$ cat config.mk
export PLATFORM = sky130hd
export DESIGN_NAME = a1339_spi_scheduler
export DESIGN_NICKNAME = d
export VERILOG_FILES = /design/src/rtl/a1339_spi_scheduler.sv
export SDC_FILE = /design/constraint.sdc
export NUM_CORES = 1
export LEC_CHECK = 0
export CORE_ASPECT_RATIO = 1.4
export CORE_MARGIN = 5
export CORE_UTILIZATION = 41
export CTS_CLUSTER_DIAMETER = 120
export DETAILED_ROUTE_END_ITERATION = 6
export GPL_ROUTABILITY_DRIVEN = 0
export MAX_ROUTING_LAYER = met4
export PLACE_DENSITY = 0.85
export SLEW_MARGIN = 20
export SYNTH_ARGS = -nofsm -noshare
export SYNTH_HDL_FRONTEND = slang
export SYNTH_SLANG_ARGS = --single-unit
$ cat constraint.sdc
create_clock -name clock -period 2.1 [get_ports clock]
set_input_delay 0.42 -clock clock [delete_from_list [all_inputs] [get_ports clock]]
set_output_delay 0.42 -clock clock [all_outputs]
set_load 0.02 [all_outputs]
$ cat src/rtl/a1339_spi_scheduler.sv
// Round-robin scheduler that shares one 20-bit spi_master between several A1339 requesters.
// Each grant runs a command frame and a repeat frame, then CRC-checks the frame-2 response.
module a1339_spi_scheduler #(
  parameter int  NUM_REQ        = 4,
  parameter int  FRAME_BITS     = 20,
  parameter int  TIMEOUT_CYCLES = 1023,
  localparam int ID_W           = (NUM_REQ > 1) ? $clog2(NUM_REQ) : 1
) (
  input  logic                          clock,
  input  logic                          reset_n,
  input  logic [NUM_REQ-1:0]            req_i,
  input  logic [NUM_REQ*FRAME_BITS-1:0] cmd_i,
  output logic [NUM_REQ-1:0]            gnt_o,
  output logic                          rsp_valid_o,
  output logic [ID_W-1:0]               rsp_id_o,
  output logic [15:0]                   rsp_data_o,
  output logic                          rsp_crc_ok_o,
  output logic                          rsp_timeout_o,
  output logic [FRAME_BITS-1:0]         spi_di_o,
  output logic                          spi_wren_o,
  input  logic                          spi_do_valid_i,
  input  logic [FRAME_BITS-1:0]         spi_do_i,
  input  logic                          spi_ssel_i,
  output logic [NUM_REQ-1:0]            ss_n_o
);

  localparam int CNT_W = $clog2(TIMEOUT_CYCLES + 1);

  typedef enum logic [2:0] {
    S_IDLE, S_SEND1, S_WAIT1, S_SEND2, S_WAIT2, S_DONE
  } state_t;

  state_t                 r_state;
  logic [ID_W-1:0]        r_ptr;
  logic [ID_W-1:0]        r_gnt_id;
  logic [NUM_REQ-1:0]     r_gnt;
  logic [CNT_W-1:0]       r_cnt;
  logic [FRAME_BITS-1:0]  r_di;
  logic [FRAME_BITS-1:0]  r_rx;
  logic                   r_wren;
  logic                   r_to;
  logic                   r_rsp_valid;
  logic [ID_W-1:0]        r_rsp_id;
  logic [15:0]            r_rsp_data;
  logic                   r_rsp_crc_ok;
  logic                   r_rsp_to;

  logic                   w_any;
  logic [ID_W-1:0]        w_sel;
  logic [FRAME_BITS-1:0]  w_cmd;
  logic [ID_W-1:0]        w_next_ptr;
  logic                   w_crc_ok;

  // A1339 CRC-4: seed 1111, payload shifted MSB first.
  function automatic logic [3:0] crc4(input logic [15:0] d);
    logic [3:0] c;
    logic       inv;
    c = 4'hF;
    for (int i = 15; i >= 0; i--) begin
      inv = d[i] ^ c[3];
      c   = {c[2], c[1], c[0] ^ inv, inv};
    end
    return c;
  endfunction

  // NOTE: every variable gets a default before the loop, so no path leaves it unassigned and no latch is inferred.
  always_comb begin
    int idx;
    w_any = 1'b0;
    w_sel = '0;
    idx   = 0;
    for (int i = 0; i < NUM_REQ; i++) begin
      idx = int'(r_ptr) + i;
      if (idx >= NUM_REQ) idx = idx - NUM_REQ;
      if (!w_any && req_i[ID_W'(idx)]) begin
        w_any = 1'b1;
        w_sel = ID_W'(idx);
      end
    end
  end

  assign w_cmd      = cmd_i[w_sel*FRAME_BITS +: FRAME_BITS];
  assign w_next_ptr = (r_gnt_id == ID_W'(NUM_REQ - 1)) ? '0 : r_gnt_id + 1'b1;
  assign w_crc_ok   = (crc4(r_rx[FRAME_BITS-1 -: 16]) == r_rx[3:0]);

  // NOTE: non-blocking assignments only, so every register samples pre-edge values regardless of statement order.
  always_ff @(posedge clock or negedge reset_n) begin
    if (!reset_n) begin
      r_state      <= S_IDLE;
      r_ptr        <= '0;
      r_gnt_id     <= '0;
      r_gnt        <= '0;
      r_cnt        <= '0;
      r_di         <= '0;
      r_rx         <= '0;
      r_wren       <= 1'b0;
      r_to         <= 1'b0;
      r_rsp_valid  <= 1'b0;
      r_rsp_id     <= '0;
      r_rsp_data   <= '0;
      r_rsp_crc_ok <= 1'b0;
      r_rsp_to     <= 1'b0;
    end else begin
      r_wren      <= 1'b0;
      r_rsp_valid <= 1'b0;
      case (r_state)
        S_IDLE: begin
          if (w_any) begin
            r_gnt    <= NUM_REQ'(1) << w_sel;
            r_gnt_id <= w_sel;
            r_di     <= w_cmd;
            r_wren   <= 1'b1;
            r_state  <= S_SEND1;
          end
        end
        S_SEND1: begin
          r_cnt   <= '0;
          r_to    <= 1'b0;
          r_state <= S_WAIT1;
        end
        S_WAIT1: begin
          if (spi_do_valid_i) begin
            r_wren  <= 1'b1;
            r_state <= S_SEND2;
          end else begin
            r_cnt <= r_cnt + 1'b1;
            if (r_cnt == CNT_W'(TIMEOUT_CYCLES - 1)) begin
              r_to    <= 1'b1;
              r_state <= S_DONE;
            end
          end
        end
        S_SEND2: begin
          r_cnt   <= '0;
          r_state <= S_WAIT2;
        end
        S_WAIT2: begin
          if (spi_do_valid_i) begin
            r_rx    <= spi_do_i;
            r_state <= S_DONE;
          end else begin
            r_cnt <= r_cnt + 1'b1;
            if (r_cnt == CNT_W'(TIMEOUT_CYCLES - 1)) begin
              r_to    <= 1'b1;
              r_state <= S_DONE;
            end
          end
        end
        S_DONE: begin
          r_rsp_valid  <= 1'b1;
          r_rsp_id     <= r_gnt_id;
          r_rsp_data   <= r_to ? 16'h0000 : r_rx[FRAME_BITS-1 -: 16];
          r_rsp_crc_ok <= r_to ? 1'b0 : w_crc_ok;
          r_rsp_to     <= r_to;
          r_gnt        <= '0;
          r_ptr        <= w_next_ptr;
          r_state      <= S_IDLE;
        end
        default: r_state <= S_IDLE;
      endcase
    end
  end

  // Only the granted sensor follows the master's select; everyone else stays deselected.
  assign ss_n_o        = ~r_gnt | {NUM_REQ{spi_ssel_i}};
  assign gnt_o         = r_gnt;
  assign spi_di_o      = r_di;
  assign spi_wren_o    = r_wren;
  assign rsp_valid_o   = r_rsp_valid;
  assign rsp_id_o      = r_rsp_id;
  assign rsp_data_o    = r_rsp_data;
  assign rsp_crc_ok_o  = r_rsp_crc_ok;
  assign rsp_timeout_o = r_rsp_to;

endmodule
==> qor.csv, run 1 <==
stage,metric,value,unit
setup_path,Crit path max-delay family,XOR/XNOR gates,
layout,"most common cell after layout, fill and taps aside",clkdlybuf4s50_1,
timing,min Tclk post-route,2.047,ns
clock_tree,Post-CTS Hold Buffers,0,
setup_path,critical path's largest stage delay,0.47,ns
timing,Max Slew Vio Count,0,
setup_path,WP data required,2.33,ns
power_and_ir_drop,Static Leak,3.045,nW
clock_tree,Clock Tree Buf Depth,2,
global_routing,largest net degree at the start of global routing,56,
setup_path,"Cell Chain, Critical Path",xor2_2 > xnor3_1 > xnor3_1 > and3_2 > nor2_1 > o41ai_2,
place,Inst Count DP,732,
power_and_ir_drop,peak supply drop,0.001272,V
timing,Setup TNS,0,ns
layout,"commonest cells after routing, fill and taps aside","155 x clkdlybuf4s50_1, 83 x dfrtp_1, 59 x nand2_1, 42 x o21ai_0, 42 x mux2i_1",
setup_path,Worst Setup End Kind,flop,
layout,fin cells,751,
setup_path,R2R setup slack,0.05,ns
global_routing,GRT Max-Usage Layer,met2,
layout,# diodes,0,
drt,TritonRoute pass-1 iters,6,
clock_tree,CTS tree,built,
global_routing,met1 Resource Use GR,0.2109,
clock_tree,TritonCTS Buffers,9,
global_routing,initial antenna violation count,0,
clock_tree,htree depth,3,
drt,initial DRC count,123,
place,port bufs,157,
timing,Worst Skew,0.008000,ns
die,# rows,45,
global_routing,number of global-route vias before repair,4030,
die,# IOs,158,
timing,# setup viols final,0,
die,die width,98.39,microns
timing,fmax,488.5,MHz
global_routing,grt ovf,0,
setup_path,FF-to-FF path depth,6,
timing,worst slew pin tran,0.5945,ns
logic_synthesis,Synth Warn #,0,
global_routing,met2 usage,0.3386,
logic_synthesis,number of synthesized register bits,84,
logic_synthesis,syn nets,538,
setup_path,crit path max fanout,5,
drt,# DRC,0,
drt,final WL,12190,microns
layout,synthesis-to-layout area growth,51.34,%
clock_tree,root buffer cell,clkbuf_16,
global_routing,GRT Total Usage,0.1913,
timing,Slew headroom,0.6036,
layout,share of layout cells above drive strength 1,0.1738,
status,status,"complete, no violations",
logic_synthesis,Mapped Avg Cell Area,10.50,sq um
logic_synthesis,Netlist cell types,38,
flow_run,maxcap violations,0,
logic_synthesis,Syn Inst Count,427,
die,Die ar.,13160,sq um
setup_path,Crit path depth,6,
timing,endpoints failing hold,0,
global_routing,met3 global-route usage,0.04505,
setup_path,CP dominant cell by count,xnor3_1,
logic_synthesis,sequential cell area fraction in the yosys report,0.4688,
setup_path,Buf/Inv on CP,0,
die,Core ar.,10810,sq um
timing,unrepaired setup endpoints after global routing,yes,
drt,Post-DRT Antenna Nets,0,
setup_path,arrival time at the worst endpoint,2.28,ns
layout,Final nets,716,
drt,vias,3764,
setup_path,critical path launch point type,flop,
clock_tree,clock sinks,84,
die,die height,133.7,microns
timing,Tcrit/Tclk final,0.9748,
drt,Via density,5.012,
die,Initial Utilization,0.4148,
clock_tree,Worst-path clk slew,0.06,ns
global_routing,first-pass GRT wire length,19880,microns
place,HPWL Detailed,9448,microns
power_and_ir_drop,Pwr per Cell Area,1547,nW/um^2
setup_path,critical path class,flop to flop,
clock_tree,clk_lat worst skew,0.34,ns
logic_synthesis,Synth Cell Area,4484,sq um
drt,WL per Instance,16.23,microns
hold_path,worst min path class,input port to async pin,
setup_path,Worst path slowest cell,dfrtp_2,
-- registers in the layout, summed over array words and instances, names as in the netlist --
name           cells
rsp_id_o           2
gnt_o              4
spi_di_o          20
spi_wren_o         1
r_ptr              2
r_to               1
r_cnt             10
r_gnt_id           2
r_state            3
r_rx              20
rsp_crc_ok_o       1
rsp_data_o        16
rsp_valid_o        1
rsp_timeout_o      1
-- cells in the mapped netlist --
| master | instances | area (sq um) |
|---|---|---|
| dfrtp_1 | 84 | 2102 |
| nand2_1 | 59 | 221.5 |
| o21ai_0 | 45 | 225.2 |
| mux2i_1 | 42 | 420.4 |
| mux2_2 | 40 | 450.4 |
| nand2b_1 | 22 | 137.6 |
| nor2_1 | 19 | 71.32 |
| clkbuf_1 | 16 | 60.06 |
| xnor2_1 | 16 | 140.1 |
| a21oi_1 | 14 | 70.07 |
| nor3_1 | 10 | 50.05 |
| xnor3_1 | 6 | 135.1 |
| inv_1 | 5 | 18.77 |
| nand3_1 | 5 | 25.02 |
| xor2_1 | 5 | 43.79 |
| buf_2 | 4 | 20.02 |
| buf_4 | 3 | 22.52 |
| ha_1 | 3 | 37.54 |
| nor2b_1 | 3 | 18.77 |
| nor4_1 | 3 | 18.77 |
| o22ai_1 | 3 | 18.77 |
| or3_1 | 3 | 18.77 |
| or2b_1 | 2 | 15.01 |
| a22oi_1 | 1 | 7.510 |
| a31oi_1 | 1 | 6.260 |
| and3_2 | 1 | 7.510 |
| buf_1 | 1 | 3.750 |
| clkinv_1 | 1 | 3.750 |
| nand4_1 | 1 | 6.260 |
| o2111ai_1 | 1 | 8.760 |
| o21a_1 | 1 | 7.510 |
| o21bai_1 | 1 | 7.510 |
| o41ai_2 | 1 | 16.27 |
| or3b_1 | 1 | 8.760 |
| or4_1 | 1 | 7.510 |
| or4_4 | 1 | 11.26 |
| xnor2_2 | 1 | 16.27 |
| xor3_1 | 1 | 23.77 |
-- cells by family after synthesis --
group | Yosys count | share of synthesized area
muxes | 82 | 0.1942
xor gates and xnor gates | 29 | 0.08008
adders and majority gates | 3 | 0.008371
DFF | 84 | 0.4688
buffers and inverters | 30 | 0.02874
and+or+nand+nor | 131 | 0.1378
AOI/OAI and AO/OA | 68 | 0.08204
-- metal layers --
layer	wire length (microns)	part of all wire
met5	0	0
met4	278	0.023
met3	703	0.058
met2	6396	0.52
met1	4809	0.39
-- layout make-up --
cell class | instances | area (sq um)
fill | 871 | 4024
sequential | 84 | 2103
inverter | 6 | 22.52
multi-input combinational | 313 | 2315
timing repair buffer | 191 | 1881
clock buffer | 11 | 252.7
tap | 141 | 176.4
clock inverter | 5 | 36.28
-- metrics by stage --
stage	utilization	power, W	worst slack (ns)	hold WS [ns]	area [sq um]
2_1_floorplan	-	0.006544	0.09630	0.1244	4484
3_3_place_gp	0.5943	0.008419	-0.1661	0.3631	6425
3_5_place_dp	0.5943	0.008716	-0.2109	0.3707	6425
4_1_cts	0.6211	0.01026	0.0007290	0.01281	6714
5_1_grt	0.6278	0.01118	-0.01519	0.02861	6787
6_report	0.6278	0.01050	0.05300	0.002556	6787
-- where the power goes --
part           internal [W]  switching (W)
combinational       0.00332        0.00283
sequential          0.00229       0.000545
clock              0.000865       0.000646
-- path summary, 6_finish.rpt --
path,start,to
max,r_rx[15],rsp_crc_ok_o
min,reset_n,r_rx[3]
max reg2reg,r_rx[15],rsp_crc_ok_o
min reg2reg,rsp_timeout_o,rsp_timeout_o
max in group asynchronous,reset_n,r_cnt[0]
min in group clock,rsp_timeout_o,rsp_timeout_o
-- timing repair --
item	4_1_cts	5_1_grt
setup buffers	0	3
resized for setup	0	14
setup endpoints to repair	0	12
Note: power is estimated with default switching activity, not from simulation.
==> run 2: changes to the inputs <==
--- a/config.mk
+++ b/config.mk
@@ -6,13 +6,14 @@
 export NUM_CORES = 1
 export LEC_CHECK = 0
 export CORE_ASPECT_RATIO = 1.4
-export CORE_MARGIN = 5
+export CORE_MARGIN = 3
 export CORE_UTILIZATION = 41
-export CTS_CLUSTER_DIAMETER = 120
+export CTS_CLUSTER_DIAMETER = 150
 export DETAILED_ROUTE_END_ITERATION = 6
 export GPL_ROUTABILITY_DRIVEN = 0
 export MAX_ROUTING_LAYER = met4
 export PLACE_DENSITY = 0.85
+export SETUP_SLACK_MARGIN = 0.3
 export SLEW_MARGIN = 20
 export SYNTH_ARGS = -nofsm -noshare
 export SYNTH_HDL_FRONTEND = slang
==> run 2 against run 1 <==
  * The flow now finishes with violations (negative setup slack)
  * Clock skew decreased by 0.0044 ns
  * Design area increased by 9.3%
  * Largest power group unchanged
  * Core utilization up 7.8 points
  * Critical path depth fell by 1
  * Flip-flop and latch count unchanged
  * Die area down 6.9%
  * First-iteration DRC count increased by 83%
  * Cell count up 2.4%
  * Critical endpoint unchanged
  * Global-route usage grew 1.7 points
  * Sequential share of layout area shrank 2.6 points
  * Total power is 13% higher
  * Wire length is 16% higher
==> qor.csv, run 2 (synthesis results as in run 1) <==
stage,metric,value,unit
status,status,finished with violations,
status,failing checks,negative setup slack,
setup_path,WP data required,2.34,ns
layout,share of layout cells above drive strength 1,0.2552,
timing,endpoints failing hold,0,
clock_tree,CTS tree,built,
timing,Slew headroom,0.5898,
clock_tree,htree depth,3,
power_and_ir_drop,Static Leak,3.440,nW
clock_tree,root buffer cell,clkbuf_16,
hold_path,worst min path class,flop to flop,
layout,synthesis-to-layout area growth,65.46,%
global_routing,first-pass GRT wire length,19340,microns
die,die width,94.39,microns
place,HPWL Detailed,9172,microns
power_and_ir_drop,combinational power share,0.604,
timing,worst slew pin tran,0.6153,ns
global_routing,largest net degree at the start of global routing,45,
place,"worst slack, placed",-0.2131,ns
die,# IOs,158,
die,die height,129.7,microns
clock_tree,Clock Tree Buf Depth,2,
global_routing,grt ovf,0,
global_routing,initial antenna violation count,0,
power_and_ir_drop,Int Power,0.007320,W
timing,# setup viols final,1,
layout,"commonest cells after routing, fill and taps aside","142 x clkdlybuf4s50_1, 80 x dfrtp_1, 59 x nand2_1, 41 x mux2i_1, 33 x buf_4",
drt,final WL,14130,microns
power_and_ir_drop,Sw Pwr,0.004540,W
die,Die ar.,12250,sq um
drt,initial DRC count,225,
power_and_ir_drop,Pwr per Cell Area,1598,nW/um^2
setup_path,crit path max fanout,5,
timing,Worst Skew,0.003594,ns
power_and_ir_drop,peak supply drop,0.001406,V
setup_path,critical path launch point type,flop,
timing,unrepaired setup endpoints after global routing,yes,
layout,# diodes,0,
drt,Post-DRT Antenna Nets,0,
place,dpl cell area,6426,sq um
flow_run,maxcap violations,0,
layout,# fillers,692,
global_routing,GRT Total Usage,0.2080,
layout,"most common cell after layout, fill and taps aside",clkdlybuf4s50_1,
layout,post-route cell area,7420,sq um
timing,fmax,466.7,MHz
die,Core ar.,10520,sq um
power_and_ir_drop,sequential power share,0.241,
timing,Tcrit/Tclk final,1.020,
setup_path,critical path class,flop to flop,
clock_tree,clk_lat worst skew,0.34,ns
timing,min Tclk post-route,2.143,ns
setup_path,arrival time at the worst endpoint,2.38,ns
power_and_ir_drop,total chip power,0.01186,W
place,port bufs,157,
timing,Max Slew Vio Count,0,
clock_tree,TritonCTS Buffers,9,
drt,TritonRoute pass-1 iters,5,
layout,Finished Core Util,0.7056,
power_and_ir_drop,clock power share,0.155,
die,Initial Utilization,0.4265,
die,# rows,44,
drt,# DRC,0,
timing,setup slack after layout,-0.04256,ns
power_and_ir_drop,Switching Fraction,0.3828,
clock_tree,Worst-path clk slew,0.07,ns
global_routing,number of global-route vias before repair,4058,
setup_path,Worst Setup End Kind,flop,
layout,Final nets,737,
drt,vias,4056,
timing,Hold WS,0.4834,ns
drt,WL per Instance,18.37,microns
drt,Via density,5.274,
clock_tree,clock sinks,84,
==> run 2: cell type report <==
class	count	area, sq um	share of cell area
repair buffers	212	2186	0.2946
well taps	138	172.7	0.02327
multi-input cells	313	2584	0.3482
flip-flops and latches	84	2107	0.2840
clock inverters	7	122.6	0.01653
inverters	6	22.52	0.003035
clock buffers	9	225.2	0.03035
==> run 2: worst paths after layout <==
kind                             start      endpoint  slack [ns]  depth (start not counted)
min in group asynchronous      reset_n       r_rx[3]        0.52                          2
hold reg to reg            rsp_id_o[1]   rsp_id_o[1]        0.48                          2
max in group asynchronous      reset_n      r_ptr[1]        1.03                          3
setup / recovery              r_rx[15]  rsp_crc_ok_o       -0.04                          5
hold / removal             rsp_id_o[1]   rsp_id_o[1]        0.48                          2
setup reg to reg              r_rx[15]  rsp_crc_ok_o       -0.04                          5
==> run 2: per-layer routing <==
metal / wire, microns / vias to the layer above / global-route usage
met2: 7695 / 171 / 0.3675
met3: 1217 / 28 / 0.05017
li1: - / 1879 / -
met5: 0 / - / -
met4: 393 / 0 / 0.1131
met1: 4822 / 1978 / 0.2095
==> run 2: what timing repair did <==
item / 4_1_cts / 5_1_grt
cloned: 3 / 3
pin swaps: 8 / 27
buffers inserted: 7 / 12
hold buffers: 1 / 0
setup endpoints to repair: 37 / 60
resized for setup: 31 / 96
endpoints found under the hold margin: 24 / 0
==> run 2: power by group through the flow <==
stage / combinational [W] / clock (W) / sequential (W)
final: 0.00717 / 0.00183 / 0.00286
after global routing: 0.00762 / 0.00193 / 0.00295
after CTS: 0.00599 / 0.00186 / 0.00282
after detailed placement: 0.00573 / 0 / 0.00284
after global placement: 0.00550 / 0 / 0.00281
after floorplan: 0.00337 / 0 / 0.00320
==> run 2: stage by stage <==
stage | setup TNS (ns) | instances
global route | -0.1139 | 769
CTS | 0 | 754
global placement | -2.485 | 727
floorplan | 0 | 427
detailed placement | -4.025 | 727
finish | -0.04256 | 769
==> run 2: critical path, stage by stage, from the launching register on <==
cell and delay, ns:
dfrtp_2 0.45, xnor3_1 0.50, xor3_1 0.43, nor3_1 0.27, a31oi_1 0.10, o41ai_2 0.28
